## src/rtl/sensor_pkg.sv

```systemverilog
// Shared types and default parameters for the vehicle-loop sensor conditioner.
package sensor_pkg;

  typedef enum logic [2:0] {
    IDLE    = 3'd0,
    QUAL    = 3'd1,
    PRESENT = 3'd2,
    HOLD    = 3'd3,
    FAULT   = 3'd4
  } sens_state_t;

  localparam int DEF_DEBOUNCE_CYCLES = 4;
  localparam int DEF_HOLD_CYCLES     = 8;
  localparam int DEF_STUCK_CYCLES    = 1000;
  localparam int DEF_CNT_W           = 16;

endpackage

```

## src/rtl/sensor_channel.sv

```systemverilog
// One loop-detector channel: 2-flop synchroniser, debounce/hold/stuck FSM and
// a shared counter; sen and fault are registered.
module sensor_channel
  import sensor_pkg::*;
#(
  parameter int DEBOUNCE_CYCLES = DEF_DEBOUNCE_CYCLES,
  parameter int HOLD_CYCLES     = DEF_HOLD_CYCLES,
  parameter int STUCK_CYCLES    = DEF_STUCK_CYCLES,
  parameter int CNT_W           = DEF_CNT_W
) (
  input  logic clk,
  input  logic reset,
  input  logic raw,
  output logic sen,
  output logic fault
);

  localparam logic [CNT_W-1:0] CNT_ONE     = CNT_W'(1);
  localparam logic [CNT_W-1:0] QUAL_LAST   = CNT_W'(DEBOUNCE_CYCLES - 1);
  localparam logic [CNT_W-1:0] STUCK_LIMIT = CNT_W'(STUCK_CYCLES);
  localparam logic [CNT_W-1:0] HOLD_LAST   = CNT_W'(HOLD_CYCLES - 1);
  localparam logic [CNT_W-1:0] FAULT_LAST  = CNT_W'(DEBOUNCE_CYCLES - 1);

  logic             sync_a;
  logic             s;
  sens_state_t      state;
  sens_state_t      state_next;
  logic [CNT_W-1:0] cnt;
  logic [CNT_W-1:0] cnt_next;

  always_ff @(posedge clk or posedge reset) begin
    if (reset) begin
      sync_a <= 1'b0;
      s      <= 1'b0;
    end else begin
      sync_a <= raw;
      s      <= sync_a;
    end
  end

  always_ff @(posedge clk or posedge reset) begin
    if (reset) begin
      state <= IDLE;
      cnt   <= '0;
      sen   <= 1'b0;
      fault <= 1'b0;
    end else begin
      state <= state_next;
      cnt   <= cnt_next;
      sen   <= (state_next == PRESENT) || (state_next == HOLD) || (state_next == FAULT);
      fault <= (state_next == FAULT);
    end
  end

  always_comb begin
    state_next = state;
    cnt_next   = cnt;
    case (state)
      IDLE: begin
        if (s) begin
          state_next = QUAL;
          cnt_next   = CNT_ONE;
        end
      end
      QUAL: begin
        // The IDLE sample already counted as the first; ">=" lets a one-cycle
        // debounce pass straight through on the next sample.
        if (!s) begin
          state_next = IDLE;
          cnt_next   = '0;
        end else if (cnt >= QUAL_LAST) begin
          state_next = PRESENT;
          cnt_next   = '0;
        end else begin
          cnt_next = cnt + CNT_ONE;
        end
      end
      PRESENT: begin
        if (!s) begin
          state_next = HOLD;
          cnt_next   = '0;
        end else if (cnt == STUCK_LIMIT) begin
          state_next = FAULT;
          cnt_next   = '0;
        end else begin
          cnt_next = cnt + CNT_ONE;
        end
      end
      HOLD: begin
        // Re-entering PRESENT without re-qualifying keeps demand continuous.
        if (s) begin
          state_next = PRESENT;
          cnt_next   = '0;
        end else if (cnt == HOLD_LAST) begin
          state_next = IDLE;
          cnt_next   = '0;
        end else begin
          cnt_next = cnt + CNT_ONE;
        end
      end
      FAULT: begin
        if (s) begin
          cnt_next = '0;
        end else if (cnt == FAULT_LAST) begin
          state_next = IDLE;
          cnt_next   = '0;
        end else begin
          cnt_next = cnt + CNT_ONE;
        end
      end
      default: begin
        state_next = IDLE;
        cnt_next   = '0;
      end
    endcase
  end

endmodule

```

## src/rtl/sensor_conditioner.sv

```systemverilog
// Two independent loop-detector channels feeding the traffic controller's
// sen1/sen2 demand inputs.
module sensor_conditioner
  import sensor_pkg::*;
#(
  parameter int DEBOUNCE_CYCLES = DEF_DEBOUNCE_CYCLES,
  parameter int HOLD_CYCLES     = DEF_HOLD_CYCLES,
  parameter int STUCK_CYCLES    = DEF_STUCK_CYCLES,
  parameter int CNT_W           = DEF_CNT_W
) (
  input  logic clk,
  input  logic reset,
  input  logic raw1,
  input  logic raw2,
  output logic sen1,
  output logic sen2,
  output logic fault1,
  output logic fault2
);

  sensor_channel #(
    .DEBOUNCE_CYCLES(DEBOUNCE_CYCLES),
    .HOLD_CYCLES    (HOLD_CYCLES),
    .STUCK_CYCLES   (STUCK_CYCLES),
    .CNT_W          (CNT_W)
  ) u_ch1 (
    .clk  (clk),
    .reset(reset),
    .raw  (raw1),
    .sen  (sen1),
    .fault(fault1)
  );

  sensor_channel #(
    .DEBOUNCE_CYCLES(DEBOUNCE_CYCLES),
    .HOLD_CYCLES    (HOLD_CYCLES),
    .STUCK_CYCLES   (STUCK_CYCLES),
    .CNT_W          (CNT_W)
  ) u_ch2 (
    .clk  (clk),
    .reset(reset),
    .raw  (raw2),
    .sen  (sen2),
    .fault(fault2)
  );

endmodule

```

## config.mk

```make
export PLATFORM = sky130hd
export DESIGN_NAME = sensor_conditioner
export DESIGN_NICKNAME = d
export VERILOG_FILES = /design/src/rtl/sensor_pkg.sv /design/src/rtl/sensor_channel.sv /design/src/rtl/sensor_conditioner.sv
export SDC_FILE = /design/constraint.sdc
export NUM_CORES = 1
export LEC_CHECK = 0
export ABC_AREA = 1
export CAP_MARGIN = 20
export CORE_MARGIN = 2
export CORE_UTILIZATION = 60
export CTS_BUF_LIST = sky130_fd_sc_hd__clkbuf_8
export DETAILED_ROUTE_END_ITERATION = 8
export PLACE_DENSITY = 0.81
export SLEW_MARGIN = 10
export SYNTH_ARGS = -nofsm -noshare
export SYNTH_HDL_FRONTEND = slang
export SYNTH_SLANG_ARGS = --single-unit
```

## constraint.sdc

```tcl
create_clock -name clk -period 4.7 [get_ports clk]
set_clock_uncertainty 0.15 [all_clocks]
set_input_delay 0.94 -clock clk [delete_from_list [all_inputs] [get_ports clk]]
set_output_delay 0.94 -clock clk [all_outputs]
set_load 0.05 [all_outputs]
```

==> impl_table.tex, run 1 <==
\begin{tabular}{lr}
\hline
Metric & Value \\
\hline
\multicolumn{2}{l}{\textbf{Global route}} \\
Number of global-route vias before repair & 2276 \\
Grt ovf & 0 \\
Pin count of the biggest net entering global routing & between 40 and 50 \\
Wire length of the first global-routing pass & 10.07 mm \\
Initial antenna violation count & 0 \\
GRT Util Overall & about a quarter \\
\multicolumn{2}{l}{\textbf{Place}} \\
Count of input and output buffers & 7 \\
Cell count after placement & 469 \\
Worst slack after detailed placement & 2.399 ns \\
Post-detail-place hpwl & 4.430 mm \\
Routability congestion estimate & approximately 0.84 \\
\multicolumn{2}{l}{\textbf{Synth}} \\
Main combinational cell family by area after synthesis & simple AND/OR/NAND/NOR gates \\
FFs w/ async S/R, synth & 100.0\% \\
Post-synthesis instance total & 403 \\
Synth Register Bits & 46 \\
Adder and majority cell fraction of the synthesized area & 1.672\% \\
Syn\_area\_per\_cell & 7.430 um2 \\
Post-synth top flop & sky130\_fd\_sc\_hd\_\_dfrtp\_1 \\
Post-synthesis simple-gate area fraction & 36.11\% \\
Post-Syn Area & between 2000 and 3000 um2 \\
Count of flip-flops with a built-in enable after synthesis & 0 \\
Synthesis Warnings & 0 \\
Multiplexer share of the synthesized area & 0\% \\
Post-synthesis cell type count & 40 \\
XOR/XNOR share of the synthesized area & about 4.7\% \\
Number of nets produced by synthesis & around 400 \\
Share of the synthesized area in compound gates (AO/OA/AOI/OAI) & under 10\% \\
Part of the Yosys area used for sequential elements & 38.45\% \\
\multicolumn{2}{l}{\textbf{Final layout}} \\
Area delta synth->final & 6.770\% \\
Share of final-layout standard cells stronger than drive strength 1 & 10.98\% \\
Utilization of the core after routing & about two thirds \\
Final cell count without fillers & 477 \\
Final Net Count & roughly 420 \\
Number of antenna diodes & 0 \\
\# fillers & 437 \\
\multicolumn{2}{l}{\textbf{Clocking}} \\
Clock root cell & sky130\_fd\_sc\_hd\_\_clkbuf\_8 \\
Worst-path clk slew & 0.09 ns \\
CTS H-tree lvls & 2 \\
Number of hold buffers added after cts & 0 \\
Clock insertion delay at the later pin of the skew report & 0.31 ns \\
Clock net sink count & 46 \\
Maximum buffer depth of the clock tree & 2 \\
Post-CTS setup repair buffer count & 0 \\
Count of cells resized by post-cts repair & 0 \\
Number of clock buffers inserted by TritonCTS & 5 \\
CTS tree & done \\
\multicolumn{2}{l}{\textbf{Die}} \\
Die extent in x & 74.64 um \\
Initial Util & 62.97\% \\
Die outline height & 74.64 um \\
Area enclosed by the die boundary & 5571 um2 \\
Core Footprint & 4755 um2 \\
Number of placed I/O pins & 8 \\
FP Rows & 25 \\
\multicolumn{2}{l}{\textbf{Setup path}} \\
Largest fanout on the critical path & 1 \\
Critical Path, Cell by Cell & clkdlybuf4s50\_1 \\
Critical path launch point type & flip-flop \\
Worst reg2reg path depth & 8 \\
WP depth & 1 \\
Combined buffer and inverter count along the critical path & 1 \\
Slowest Stage Delay on Critical Path & about 0.80 ns \\
Data arrival, critical path & 1.44 ns \\
Cell with the largest stage delay on the worst path & sky130\_fd\_sc\_hd\_\_clkdlybuf4s50\_1 \\
WS Path Type & flip-flop to output pin \\
Endpoint required time on the critical path & 3.61 ns \\
Kind of cell adding the most delay to the critical path & buffers and inverters \\
CP Capture Type & output pin \\
\multicolumn{2}{l}{\textbf{Power}} \\
Static Leakage & $\sim$1.5 nW \\
Power density over the cells & 386.7 nW/um2 \\
IR drop worst, VDD & between 150 and 200 uV \\
\multicolumn{2}{l}{\textbf{Timing}} \\
Setup tns final & 0 ns \\
Worst path setup slack after routing & 2.165 ns \\
Final max-slew violation count & 0 \\
Final setup violation count & 0 \\
Relative slew slack & 37.49\% \\
Portion of the clock cycle consumed by the worst path in the final layout & a little over half \\
Final count of hold timing violations & 0 \\
Fmax & 394.5 MHz \\
Setup repair after global routing missed its margin & false \\
Tightest Pin Transition & roughly 0.94 ns \\
Clock period minus final worst setup slack & roughly 2.5 ns \\
\multicolumn{2}{l}{\textbf{Drt}} \\
Total number of vias & 2611 \\
Number of iterations in the first detailed-routing pass & 5 \\
Final antenna-violating net count & 0 \\
Routed wire length & 6.099 mm \\
Via-per-instance ratio & 5.474 \\
Per-cell routed wire length & 12.79 um \\
Detailed Route Iter0 Violations & 238 \\
Remaining routing DRC violations & 0 \\
\multicolumn{2}{l}{\textbf{Status}} \\
Run status & finished, final reports clean \\
\multicolumn{2}{l}{\textbf{Run}} \\
Max capacitance violation total & 0 \\
\multicolumn{2}{l}{\textbf{Worst hold path}} \\
Hold Crit Class & flip-flop to flip-flop \\
Instance count along the most critical hold path & 0 \\
\hline
\end{tabular}
## cell usage after synthesis (5+ instances only)
library cell / number / area share, %
sky130_fd_sc_hd__nor2_1: 57 / 7.1
sky130_fd_sc_hd__o211ai_1: 5 / 1.3
sky130_fd_sc_hd__nand4_1: 19 / 4.0
sky130_fd_sc_hd__nor3_1: 8 / 1.3
sky130_fd_sc_hd__nand3_1: 34 / 5.7
sky130_fd_sc_hd__nor2_2: 5 / 1.0
sky130_fd_sc_hd__dfrtp_1: 46 / 38
sky130_fd_sc_hd__inv_1: 53 / 6.6
sky130_fd_sc_hd__inv_2: 5 / 0.63
sky130_fd_sc_hd__nand2_1: 89 / 11
sky130_fd_sc_hd__nor2_4: 5 / 1.9
sky130_fd_sc_hd__a21oi_2: 10 / 2.9
sky130_fd_sc_hd__o21ai_0: 10 / 1.7
sky130_fd_sc_hd__xor2_1: 15 / 4.4
## per-layer routing
| metal | part of all wire [%] | wire, um | track usage (%) |
|---|---|---|---|
| met1 | 47 | 2892 | 32.59 |
| met2 | 45 | 2766 | 36.87 |
| met3 | 6.0 | 364 | 5.221 |
| met4 | 1.2 | 76 | 7.341 |
| met5 | 0 | 0 | 0 |
## placed cells by master (no fill, tap or decap), types with 3 or more instances in the layout
cell                              synthesis  layout
sky130_fd_sc_hd__dfrtp_1                 46      46
sky130_fd_sc_hd__nand3_1                 34      34
sky130_fd_sc_hd__xor2_1                  15      15
sky130_fd_sc_hd__inv_1                   53      52
sky130_fd_sc_hd__nor3_2                   3       3
sky130_fd_sc_hd__o2111ai_1                4       4
sky130_fd_sc_hd__clkbuf_8                 0       5
sky130_fd_sc_hd__a21oi_2                 10      10
sky130_fd_sc_hd__nor3_1                   8       8
sky130_fd_sc_hd__nor2_2                   5       5
sky130_fd_sc_hd__o211ai_1                 5       5
sky130_fd_sc_hd__o21ai_0                 10      10
sky130_fd_sc_hd__nor2_1                  57      57
sky130_fd_sc_hd__inv_2                    5       6
sky130_fd_sc_hd__ha_1                     4       4
sky130_fd_sc_hd__nand2_1                 89      89
sky130_fd_sc_hd__clkdlybuf4s50_1          0       7
sky130_fd_sc_hd__nor2_4                   5       5
sky130_fd_sc_hd__nand3_2                  3       3
sky130_fd_sc_hd__nand4_1                 19      19
## sequential cells by signal, summed over array words and instances (netlist names)
register	cells
u_ch2.cnt	16
u_ch1.sen	1
u_ch2.sync_a	1
u_ch2.sen	1
u_ch1.cnt	16
u_ch1.s	1
u_ch2.s	1
u_ch2.fault	1
u_ch1.fault	1
u_ch2.state	3
u_ch1.sync_a	1
u_ch1.state	3
## where the power goes
part | internal (mW) | switching, mW | leakage [nW]
sequential | 0.441 | 0.0410 | 0.613
combinational | 0.135 | 0.316 | 0.827
clock | 0.159 | 0.143 | 0.0585
total | 0.736 | 0.501 | 1.50
## cell type report
cell class / instances / area [um2] / area share, %
clock buffer: 5 / 68.82 / 2.153
clock inverter: 3 / 43.79 / 1.370
inverter: 60 / 227.7 / 7.123
multi-input combinational: 289 / 1551 / 48.53
sequential: 46 / 1151 / 36.01
tap: 67 / 83.83 / 2.622
timing repair buffer: 7 / 70.07 / 2.192
## kinds of logic (layout without fill, tap and decap cells)
kind of cell               count (synthesis)  in the layout
and+or+nand+nor                          230            230
buffers and inverters                     68             75
DFF                                       46             46
AOI/OAI and AO/OA                         39             39
xor gates and xnor gates                  16             16
adders and majority gates                  4              4
## path summary, 6_finish.rpt
path / startpoint / to / slack (ns)
hold / removal: u_ch2.sync_a / u_ch2.s / 0.21
min in group asynchronous: reset / u_ch1.fault / 1.00
setup / recovery: u_ch1.fault / fault1 / 2.17
max in group asynchronous: reset / u_ch1.cnt[4] / 2.81
setup reg to reg: u_ch1.cnt[0] / u_ch1.cnt[4] / 2.55
hold reg to reg: u_ch2.sync_a / u_ch2.s / 0.21
## through the flow
stage,power (mW),area (um2),hold WS (ns)
after floorplan,0.8570,2994,0.1812
after global placement,0.9251,3084,0.1813
after detailed placement,0.9379,3084,0.1871
after CTS,1.244,3197,0.2074
after global routing,1.317,3197,0.2213
final,1.236,3197,0.2051
No activity file was read; power rests on OpenSTA's default activity.
==> run 2, diff against run 1 <==
CORE_UTILIZATION = 58   (was 60)
PLACE_DENSITY = 0.82   (was 0.81)
clock period = 2.14 ns   (was 4.7 ns; I/O delays follow)
==> run 2 against run 1 <==
Sequential power is 120% higher. Critical path type unchanged. Largest cell class unchanged. Highest routed layer unchanged. Combinational power increased by 150%. Clock-buffer cell count unchanged. Flip-flop and latch count unchanged. Via count is 0.61% higher. Critical endpoint unchanged.
==> impl_table.tex, run 2 (same netlist as run 1, synthesis figures left out) <==
\begin{tabular}{lr}
\hline
Metric & Value \\
\hline
\multicolumn{2}{l}{\textbf{Status}} \\
Run status & finished, final reports clean \\
\multicolumn{2}{l}{\textbf{Setup path}} \\
Worst reg2reg path depth & 9 (+1) \\
CP Capture Type & output pin \\
Critical Path, Cell by Cell & clkdlybuf4s50\_1 \\
Endpoint required time on the critical path & 1.56 ns (-2.05 ns) \\
Data arrival, critical path & 1.43 ns (about the same) \\
WP depth & 1 (unchanged) \\
WS Path Type & flip-flop to output pin \\
Worst reg2reg path startpoint & u\_ch1.cnt[0] \\
Worst-case register-to-register setup slack & 0.24 ns (-2.31 ns) \\
Kind of cell adding the most delay to the critical path & buffers and inverters \\
Capture instance of the worst register-to-register path & u\_ch1.cnt[4] \\
Slowest Stage Delay on Critical Path & 0.81 ns (about the same) \\
Combined buffer and inverter count along the critical path & 1 (unchanged) \\
Largest fanout on the critical path & 1 (unchanged) \\
Cell with the largest stage delay on the worst path & sky130\_fd\_sc\_hd\_\_clkdlybuf4s50\_1 \\
Critical path launch point type & flip-flop \\
\multicolumn{2}{l}{\textbf{Worst hold path}} \\
Hold Crit Class & flip-flop to flip-flop \\
Endpoint of the worst hold-timing path & u\_ch2.s \\
Critical hold path startpoint & u\_ch2.sync\_a \\
Instance count along the most critical hold path & 0 (unchanged) \\
\multicolumn{2}{l}{\textbf{Clocking}} \\
Number of clock buffers inserted by TritonCTS & 5 (unchanged) \\
Number of hold buffers added after cts & 0 (unchanged) \\
Post-CTS setup repair buffer count & 0 (unchanged) \\
Count of cells resized by post-cts repair & 0 (unchanged) \\
Clock root cell & sky130\_fd\_sc\_hd\_\_clkbuf\_8 \\
CTS tree & done \\
Clock net sink count & 46 (unchanged) \\
Worst-path clk slew & 0.08 ns (about the same) \\
Maximum buffer depth of the clock tree & 2 (unchanged) \\
Clock insertion delay at the later pin of the skew report & 0.29 ns (-0.02 ns) \\
CTS H-tree lvls & 2 (unchanged) \\
\multicolumn{2}{l}{\textbf{Final layout}} \\
Leading cell type in the layout, fill and taps excluded & sky130\_fd\_sc\_hd\_\_nand2\_1 \\
Largest registers in the final layout & u\_ch1.cnt x16, u\_ch2.cnt x16 \\
Final cell count without fillers & 487 (+2.1\%) \\
Share of final-layout standard cells stronger than drive strength 1 & 12.47\% (+1.5 points) \\
Number of antenna diodes & 0 (unchanged) \\
\# fillers & 439 (+0.46\%) \\
Most used cells in the layout excluding fill and tap cells & sky130\_fd\_sc\_hd\_\_nand2\_1 (89), sky130\_fd\_sc\_hd\_\_nor2\_1 (57), sky130\_fd\_sc\_hd\_\_inv\_1 (52), sky130\_fd\_sc\_hd\_\_dfrtp\_1 (46), sky130\_fd\_sc\_hd\_\_nand3\_1 (34) \\
Final Net Count & 425 (+1.9\%) \\
Area delta synth->final & 8.608\% \\
\multicolumn{2}{l}{\textbf{Die}} \\
Die extent in x & 75.85 um (+1.6\%) \\
Initial Util & 59.38\% (-3.6 points) \\
Number of placed I/O pins & 8 (unchanged) \\
Area enclosed by the die boundary & 5753 um2 (+3.3\%) \\
Core Footprint & 5042 um2 (+6.1\%) \\
FP Rows & 26 (+4.0\%) \\
Die outline height & 75.85 um (+1.6\%) \\
\multicolumn{2}{l}{\textbf{Drt}} \\
Total number of vias & 2627 (+0.61\%) \\
Number of iterations in the first detailed-routing pass & 5 (unchanged) \\
Per-cell routed wire length & 12.50 um (-2.2\%) \\
Routed wire length & 6.088 mm (-0.18\%) \\
Via-per-instance ratio & 5.394 (-1.5\%) \\
Detailed Route Iter0 Violations & 190 (-20\%) \\
Remaining routing DRC violations & 0 (unchanged) \\
Final antenna-violating net count & 0 (unchanged) \\
\multicolumn{2}{l}{\textbf{Place}} \\
Cell count after placement & 480 (+2.3\%) \\
Routability congestion estimate & 0.9288 (+11\%) \\
Count of input and output buffers & 7 (unchanged) \\
Post-detail-place hpwl & 4.647 mm (+4.9\%) \\
\multicolumn{2}{l}{\textbf{Power}} \\
Switch share & 40.81\% (+0.30 points) \\
Comb power frac & 42.0\% (+5.5 points) \\
Sequential cell fraction of total power & 39.5\% (+0.5 points) \\
Switching power of the nets & 1.085 mW (+120\%) \\
IR drop worst, VDD & 485.9 uV (+160\%) \\
Power density over the cells & 817.9 nW/um2 (+110\%) \\
Fraction of power consumed by the clock network & 18.5\% (-6.0 points) \\
Internal power consumption & 1.574 mW (+110\%) \\
Static Leakage & 1.532 nW (+2.3\%) \\
\multicolumn{2}{l}{\textbf{Timing}} \\
Setup tns final & 0 ns (unchanged) \\
Final count of hold timing violations & 0 (unchanged) \\
Tightest Pin Transition & 0.5058 ns (-0.4304 ns) \\
Final setup violation count & 0 (unchanged) \\
Clock period minus final worst setup slack & 2.009 ns \\
Relative slew slack & 66.17\% (+29 points) \\
Setup repair after global routing missed its margin & false \\
Fmax & 497.7 MHz \\
Portion of the clock cycle consumed by the worst path in the final layout & 93.89\% \\
Final max-slew violation count & 0 (unchanged) \\
\multicolumn{2}{l}{\textbf{Global route}} \\
Pin count of the biggest net entering global routing & 33 (-30\%) \\
Initial antenna violation count & 0 (unchanged) \\
Number of global-route vias before repair & 2232 (-1.9\%) \\
GRT Util Overall & 22.48\% (-0.99 points) \\
Grt ovf & 0 (unchanged) \\
Wire length of the first global-routing pass & 9.963 mm (-1.0\%) \\
\multicolumn{2}{l}{\textbf{Run}} \\
Max capacitance violation total & 0 (unchanged) \\
\hline
\end{tabular}
run 2: worst max path at each step:
stage	start	slack (ns)	endpoint
after floorplan	reset	0.47	u_ch1.cnt[0]
after global placement	u_ch1.cnt[0]	0.30	u_ch1.cnt[4]
after detailed placement	u_ch2.cnt[0]	0.27	u_ch2.cnt[13]
after CTS	u_ch1.fault	0.11	fault1
after global routing	u_ch2.cnt[0]	0.07	u_ch2.cnt[8]
final	u_ch1.fault	0.13	fault1
run 2: power groups by stage:
stage	logic [mW]	registers (mW)	clock network [mW]
final	1.12	1.05	0.493
after global routing	1.22	1.06	0.544
after CTS	1.10	1.05	0.510
after detailed placement	1.10	1.07	0
after global placement	1.07	1.06	0
after floorplan	0.771	1.11	0
run 2: area by class of cell:
| cell class | instances | area (um2) | area share [%] |
|---|---|---|---|
| tap | 70 | 87.58 | 2.693 |
| clock buffer | 5 | 68.82 | 2.116 |
| inverter | 60 | 227.7 | 7.003 |
| timing repair buffer | 15 | 155.1 | 4.771 |
| sequential | 46 | 1151 | 35.40 |
| clock inverter | 2 | 10.01 | 0.3078 |
| multi-input combinational | 289 | 1551 | 47.71 |
run 2: layer usage:
metal  vias to the layer above  global-route usage, %  routed length, um  part of all wire, %
met5                         -                      0                  0                    0
met4                         0                  6.433                 85                  1.4
met3                        10                  4.497                386                  6.3
met1                      1204                  33.69               2961                   49
li1                       1327                      -                  -                    -
met2                        86                  32.76               2655                   44
run 2: per-stage QoR:
stage | hold slack (ns) | area, um2 | worst slack (ns) | utilization (%) | total power [mW]
finish | 0.2025 | 3252 | 0.1307 | 64.49 | 2.660
global route | 0.2162 | 3252 | 0.07319 | 64.49 | 2.824
CTS | 0.2065 | 3252 | 0.1105 | 64.49 | 2.663
detailed placement | 0.1879 | 3173 | 0.2733 | 62.93 | 2.165
global placement | 0.1833 | 3173 | 0.3014 | 62.93 | 2.135
floorplan | 0.1812 | 2994 | 0.4710 | - | 1.882
==> run 3, diff against run 2 <==
--- a/constraint.sdc
+++ b/constraint.sdc
@@ -4,2 +4,2 @@
 set_output_delay 0.428 -clock clk [all_outputs]
-set_load 0.05 [all_outputs]
+set_load 0.01 [all_outputs]
==> results of run 3 <==
The final DEF is identical to that of run 2. Status: finished, final reports clean.
Among the figures that moved: setup slack after layout 0.1307 ns -> 0.2425 ns; start point of the critical path u_ch1.fault -> u_ch1.cnt[0]; end point of the critical path fault1 -> u_ch1.cnt[4]; total power 2.660 mW -> 2.606 mW; worst IR drop on VDD 485.9 uV -> 480.8 uV
